## config.mk

```make
export PLATFORM = sky130hd
export DESIGN_NAME = scan_test_ctrl
export DESIGN_NICKNAME = d
export VERILOG_FILES = /design/src/rtl/scan_test_ctrl.sv
export SDC_FILE = /design/constraint.sdc
export NUM_CORES = 1
export LEC_CHECK = 0
export CORE_UTILIZATION = 35
export CTS_CLUSTER_DIAMETER = 200
export DETAILED_ROUTE_END_ITERATION = 6
export SLEW_MARGIN = 20
export SYNTH_ARGS = -nofsm -noshare
export SYNTH_HDL_FRONTEND = slang
export SYNTH_SLANG_ARGS = --single-unit
export TNS_END_PERCENT = 1
```

## constraint.sdc

```tcl
create_clock -name clk -period 1.9 [get_ports clk]
set_clock_uncertainty 0.15 [all_clocks]
set_input_delay 0.38 -clock clk [delete_from_list [all_inputs] [get_ports clk]]
set_output_delay 0.38 -clock clk [all_outputs]
set_load 0.05 [all_outputs]
```

## src/rtl/scan_test_ctrl.sv

```systemverilog
// Scan-test sequencer for a scan-enabled counter: loads a pattern MSB-first,
// releases the chain for CAPTURE_CYCLES functional clocks, unloads it and compares.
module scan_test_ctrl #(
  parameter int CHAIN_LEN      = 4,
  parameter int CAPTURE_CYCLES = 1
) (
  input  logic                 clk,
  input  logic                 reset,
  input  logic                 start,
  input  logic [CHAIN_LEN-1:0] pattern,
  input  logic [CHAIN_LEN-1:0] expected,
  input  logic                 scan_out,
  output logic                 SE,
  output logic                 scan_in,
  output logic                 busy,
  output logic                 done,
  output logic                 pass,
  output logic [CHAIN_LEN-1:0] captured
);

  localparam int MAX_CNT = (CHAIN_LEN > CAPTURE_CYCLES) ? CHAIN_LEN : CAPTURE_CYCLES;
  localparam int CW      = $clog2(MAX_CNT + 1);
  localparam logic [CW-1:0] LAST_SHIFT = CW'(CHAIN_LEN - 1);
  localparam logic [CW-1:0] LAST_CAP   = CW'(CAPTURE_CYCLES - 1);

  typedef enum logic [2:0] {
    IDLE,
    SHIFT_IN,
    CAPTURE,
    SHIFT_OUT,
    DONE
  } state_t;

  state_t               state, state_n;
  logic [CW-1:0]        cnt, cnt_n;
  logic [CHAIN_LEN-1:0] shreg, shreg_n;
  logic [CHAIN_LEN-1:0] exp_q, exp_n;
  logic [CHAIN_LEN-1:0] cap_n;
  logic                 se_n, sin_n, pass_n;

  // SE/scan_in are computed for the cycle being entered, so they are pure flops.
  always_comb begin
    state_n = state;
    cnt_n   = cnt;
    shreg_n = shreg;
    exp_n   = exp_q;
    cap_n   = captured;
    pass_n  = pass;
    se_n    = 1'b0;
    sin_n   = 1'b0;
    case (state)
      IDLE: begin
        if (start) begin
          state_n = SHIFT_IN;
          cnt_n   = '0;
          se_n    = 1'b1;
          sin_n   = pattern[CHAIN_LEN-1];
          shreg_n = {pattern[CHAIN_LEN-2:0], 1'b0};
          exp_n   = expected;
          cap_n   = '0;
          pass_n  = 1'b0;
        end
      end
      SHIFT_IN: begin
        if (cnt == LAST_SHIFT) begin
          state_n = CAPTURE;
          cnt_n   = '0;
        end else begin
          cnt_n   = cnt + CW'(1);
          se_n    = 1'b1;
          sin_n   = shreg[CHAIN_LEN-1];
          shreg_n = {shreg[CHAIN_LEN-2:0], 1'b0};
        end
      end
      CAPTURE: begin
        if (cnt == LAST_CAP) begin
          state_n = SHIFT_OUT;
          cnt_n   = '0;
          se_n    = 1'b1;
        end else begin
          cnt_n = cnt + CW'(1);
        end
      end
      SHIFT_OUT: begin
        cap_n = {captured[CHAIN_LEN-2:0], scan_out};
        if (cnt == LAST_SHIFT) begin
          state_n = DONE;
          cnt_n   = '0;
          pass_n  = (cap_n == exp_q);
        end else begin
          cnt_n = cnt + CW'(1);
          se_n  = 1'b1;
        end
      end
      DONE:    state_n = IDLE;
      default: state_n = IDLE;
    endcase
  end

  always_ff @(posedge clk) begin
    if (!reset) begin
      state    <= IDLE;
      cnt      <= '0;
      shreg    <= '0;
      exp_q    <= '0;
      captured <= '0;
      pass     <= 1'b0;
      SE       <= 1'b0;
      scan_in  <= 1'b0;
    end else begin
      state    <= state_n;
      cnt      <= cnt_n;
      shreg    <= shreg_n;
      exp_q    <= exp_n;
      captured <= cap_n;
      pass     <= pass_n;
      SE       <= se_n;
      scan_in  <= sin_n;
    end
  end

  assign busy = (state == SHIFT_IN) || (state == CAPTURE) || (state == SHIFT_OUT);
  assign done = (state == DONE);

endmodule
```

==> impl_metrics.py <==
metrics = {
    "finish": {
        "fin_util_pct": 49.66,
        "stdcell_count": 156,
        "layout.nets": 143,
        "fin_area_sq_um": 1286,
        "area_growth_syn_to_layout_pct": 28.98,
        "drive_gt1_share_pct": 23.02,
        "n_antenna_cell": 0,
    },
    "global_routing": {
        "overflow": 0,
        "antenna_found_initial": 0,
        "grt_max_degree": 12,
        "grt_pass1_wl_um": 3160,
        "grt_pass1_vias": 728,
        "grt_usage_pct": 12.96,
    },
    "critical_path": {
        "cp_data_arrival_time_ns": 1.26,
        "crit_type": "reg -> out",
        "cp_top_family": "flip-flops",
        "critical_path.max_stage_delay_ns": 0.42,
        "critPathSlowestCell": "dfxtp_1",
        "cp.required_ns": 1.37,
        "path_cells": "buf_4, nor3_2, buf_12",
        "start_kind": "flop",
        "crit_fanout": 10,
        "cp-end-kind": "primary output",
        "worst-path-buf-inv": 2,
    },
    "placement": {
        "gp_congestion": 0.7206,
        "dp_hpwl_um": 1447,
        "dp.cells": 152,
        "portBuffers": 20,
        "post_dp_cell_area_sq_um": 1245,
    },
    "clock_tree": {
        "postCtsHoldBufs": 0,
        "clkLatencyLatePin_ns": 0.30,
        "clock-root-buffer": "clkbuf_4",
        "cts_buffer_depth": 2,
        "clock-sinks": 20,
        "cts_buffers": 3,
        "tritoncts": "built",
        "cts.htree.levels": 1,
        "cts_setup_buffers": 0,
        "clk_pin_slew_ns": 0.12,
    },
    "run_status": {
        "status": "finished clean",
    },
    "power": {
        "irDropWorstVdd_uv": 533.0,
        "power.density_nw_per_um2": 674.0,
        "p_sw_uw": 226.2,
        "p_clk_share_pct": 28.9,
        "intPower_uw": 640.8,
        "pwr-share-comb_pct": 18.8,
        "p_sw_share_pct": 26.09,
        "p_seq_share_pct": 52.3,
        "power.static_leakage_uw": 0.0005348,
    },
    "timing": {
        "fin_hold_ws_ns": 0.3334,
        "finalMaxSlewViolations": 0,
        "finalSetupViolCount": 0,
        "fmax_ghz": 0.5584,
        "rsz0062_at_grt": "false",
        "post-route-min-period_ns": 1.791,
        "tightest_slew_ns": 0.4290,
        "slew_headroom_pct": 71.00,
        "hold_viol": 0,
        "period_share_pct": 94.25,
    },
    "logic_synthesis": {
        "ys_types": 35,
        "synth-seq-cells": 20,
        "ys_seq_area_share_pct": 40.15,
        "synth_nets": 118,
        "syn_area_per_cell_sq_um": 9.777,
        "syn-cell-area_sq_um": 997.2,
        "ys_warn_count": 0,
        "synth_cells": 102,
    },
    "drt": {
        "routed_via_density": 4.968,
        "wl_um": 1941,
        "wl_per_cell_um": 12.44,
        "drtIter0Drc": 13,
        "drc_errors": 0,
        "ant_nets": 0,
        "dr_total_vias": 775,
        "first_pass_iters": 4,
    },
    "die": {
        "initial_utilization_pct": 38.50,
        "core_area_sq_um": 2590,
        "num_rows": 18,
        "die_h_um": 55.38,
        "io_pins": 21,
        "die_area_sq_um": 3066,
        "fp.dieW_um": 55.38,
    },
    "hold_path": {
        "hp-class": "reg -> reg",
    },
    "flow_run": {
        "maxCapViolations": 0,
    },
}
path summary, 6_finish.rpt:
path | start | endpoint | slack (ns) | cells past startpoint
worst max-delay path | state[0] | done | 0.11 | 3
worst min-delay path | pass | pass | 0.33 | 2
worst max register to register | cnt[0] | shreg[3] | 0.18 | 5
worst min register to register | pass | pass | 0.33 | 2
repair_timing:
action                                  in CTS  in global routing
endpoints found under the setup margin       2                  1
gates resized for setup                      2                  1
hold endpoints to repair                     0                  0
layer usage:
| layer | up-vias | part of all wire (%) | GRT usage, % |
|---|---|---|---|
| met4 | 0 | 0.52 | 2.143 |
| li1 | 403 | - | - |
| met3 | 2 | 5.4 | 5.855 |
| met2 | 20 | 48 | 20.65 |
| met5 | - | 0 | 0 |
| met1 | 350 | 46 | 16.31 |
power groups by stage:
stage	Clock (uW)	Sequential, uW	Combinational (uW)
6_report	250	454	163
5_1_grt	281	457	178
4_1_cts	259	456	164
3_5_place_dp	0	465	163
3_3_place_gp	0	465	162
2_1_floorplan	0	471	95.3
cell families after synthesis:
logic type / Yosys count / synth area share [%]
simple gates: 33 / 21.45
compound gates: 20 / 14.93
flops: 20 / 40.15
buf+inv: 13 / 6.901
mux: 7 / 7.152
xor+xnor: 5 / 4.391
fa+ha+maj: 4 / 5.019
metrics by stage:
step / power [uW] / setup TNS (ns) / worst slack [ns]
after floorplan: 565.8 / 0 / 0.1431
after global placement: 626.3 / 0 / 0.03103
after detailed placement: 628.4 / -0.005179 / -0.005179
after global routing: 915.3 / 0 / 0.008327
after CTS: 878.4 / 0 / 0.06221
final: 867.0 / 0 / 0.1093
registers in the layout (all words and copies together) (netlist names):
signal,flops
state,3
pass,1
cnt,3
scan_in,1
SE,1
shreg,3
captured,4
exp_q,4
cells in the final DEF (no fill, tap or decap):
cell,instances
a21oi_1,3
a221oi_1,1
a22oi_1,6
a31oi_1,1
a41o_2,1
and2_1,1
and3_1,1
and3_4,1
and3b_1,1
buf_12,2
buf_4,13
clkbuf_4,3
clkbuf_8,1
clkdlybuf4s50_1,11
dfxtp_1,18
dfxtp_2,1
dfxtp_4,1
ha_1,4
inv_1,7
mux2_2,1
mux2i_1,6
nand2_1,3
nand2b_1,2
nor2_1,6
nor2b_1,10
nor3_1,2
nor3_2,1
nor3b_2,1
nor4_1,2
nor4b_1,1
nor4b_4,1
o21a_1,2
o21ai_0,2
o21ai_2,1
o21ba_2,1
o2bb2ai_1,1
o311a_1,1
xnor2_1,1
xor2_1,4
synth_stat cells:
library cell	number	area, sq um
nor3b_2	1	12.51
and3b_1	1	8.760
and3_1	1	6.260
buf_2	1	5.000
xor2_1	4	35.03
mux2_2	1	11.26
nor4_1	2	12.51
buf_6	2	22.52
o21ba_2	1	10.01
o21ai_0	2	10.01
a21oi_1	3	15.01
dfxtp_1	20	400.4
a31oi_1	1	6.260
nor2b_1	10	62.56
xnor2_1	1	8.760
a41o_2	1	11.26
a22oi_1	6	45.04
nand2b_1	2	12.51
o2bb2ai_1	1	8.760
o311a_1	1	10.01
and3_4	1	11.26
mux2i_1	6	60.06
o21a_1	2	15.01
nor4b_4	1	23.77
clkbuf_1	2	7.510
ha_1	4	50.05
nor3_1	3	15.01
and2_1	1	6.260
o21ai_2	1	8.760
buf_4	1	7.510
inv_1	7	26.28
nand2_1	3	11.26
nor2_1	6	22.52
a221oi_1	1	8.760
nor4b_1	1	8.760
worst min-delay path, cell delays in order, from the launching register on:
cell and delay (ns):
dfxtp_1 0.35, nand2_1 0.06, o2bb2ai_1 0.05
area by class of cell:
cell class	count	area, sq um
Clock buffer	4	36.28
Fill cell	265	1304
Inverter	7	26.28
Multi-Input combinational cell	69	533.0
Sequential cell	20	405.4
Tap cell	30	37.54
Timing Repair Buffer	26	247.7
Note: power is estimated with default switching activity, not from simulation.
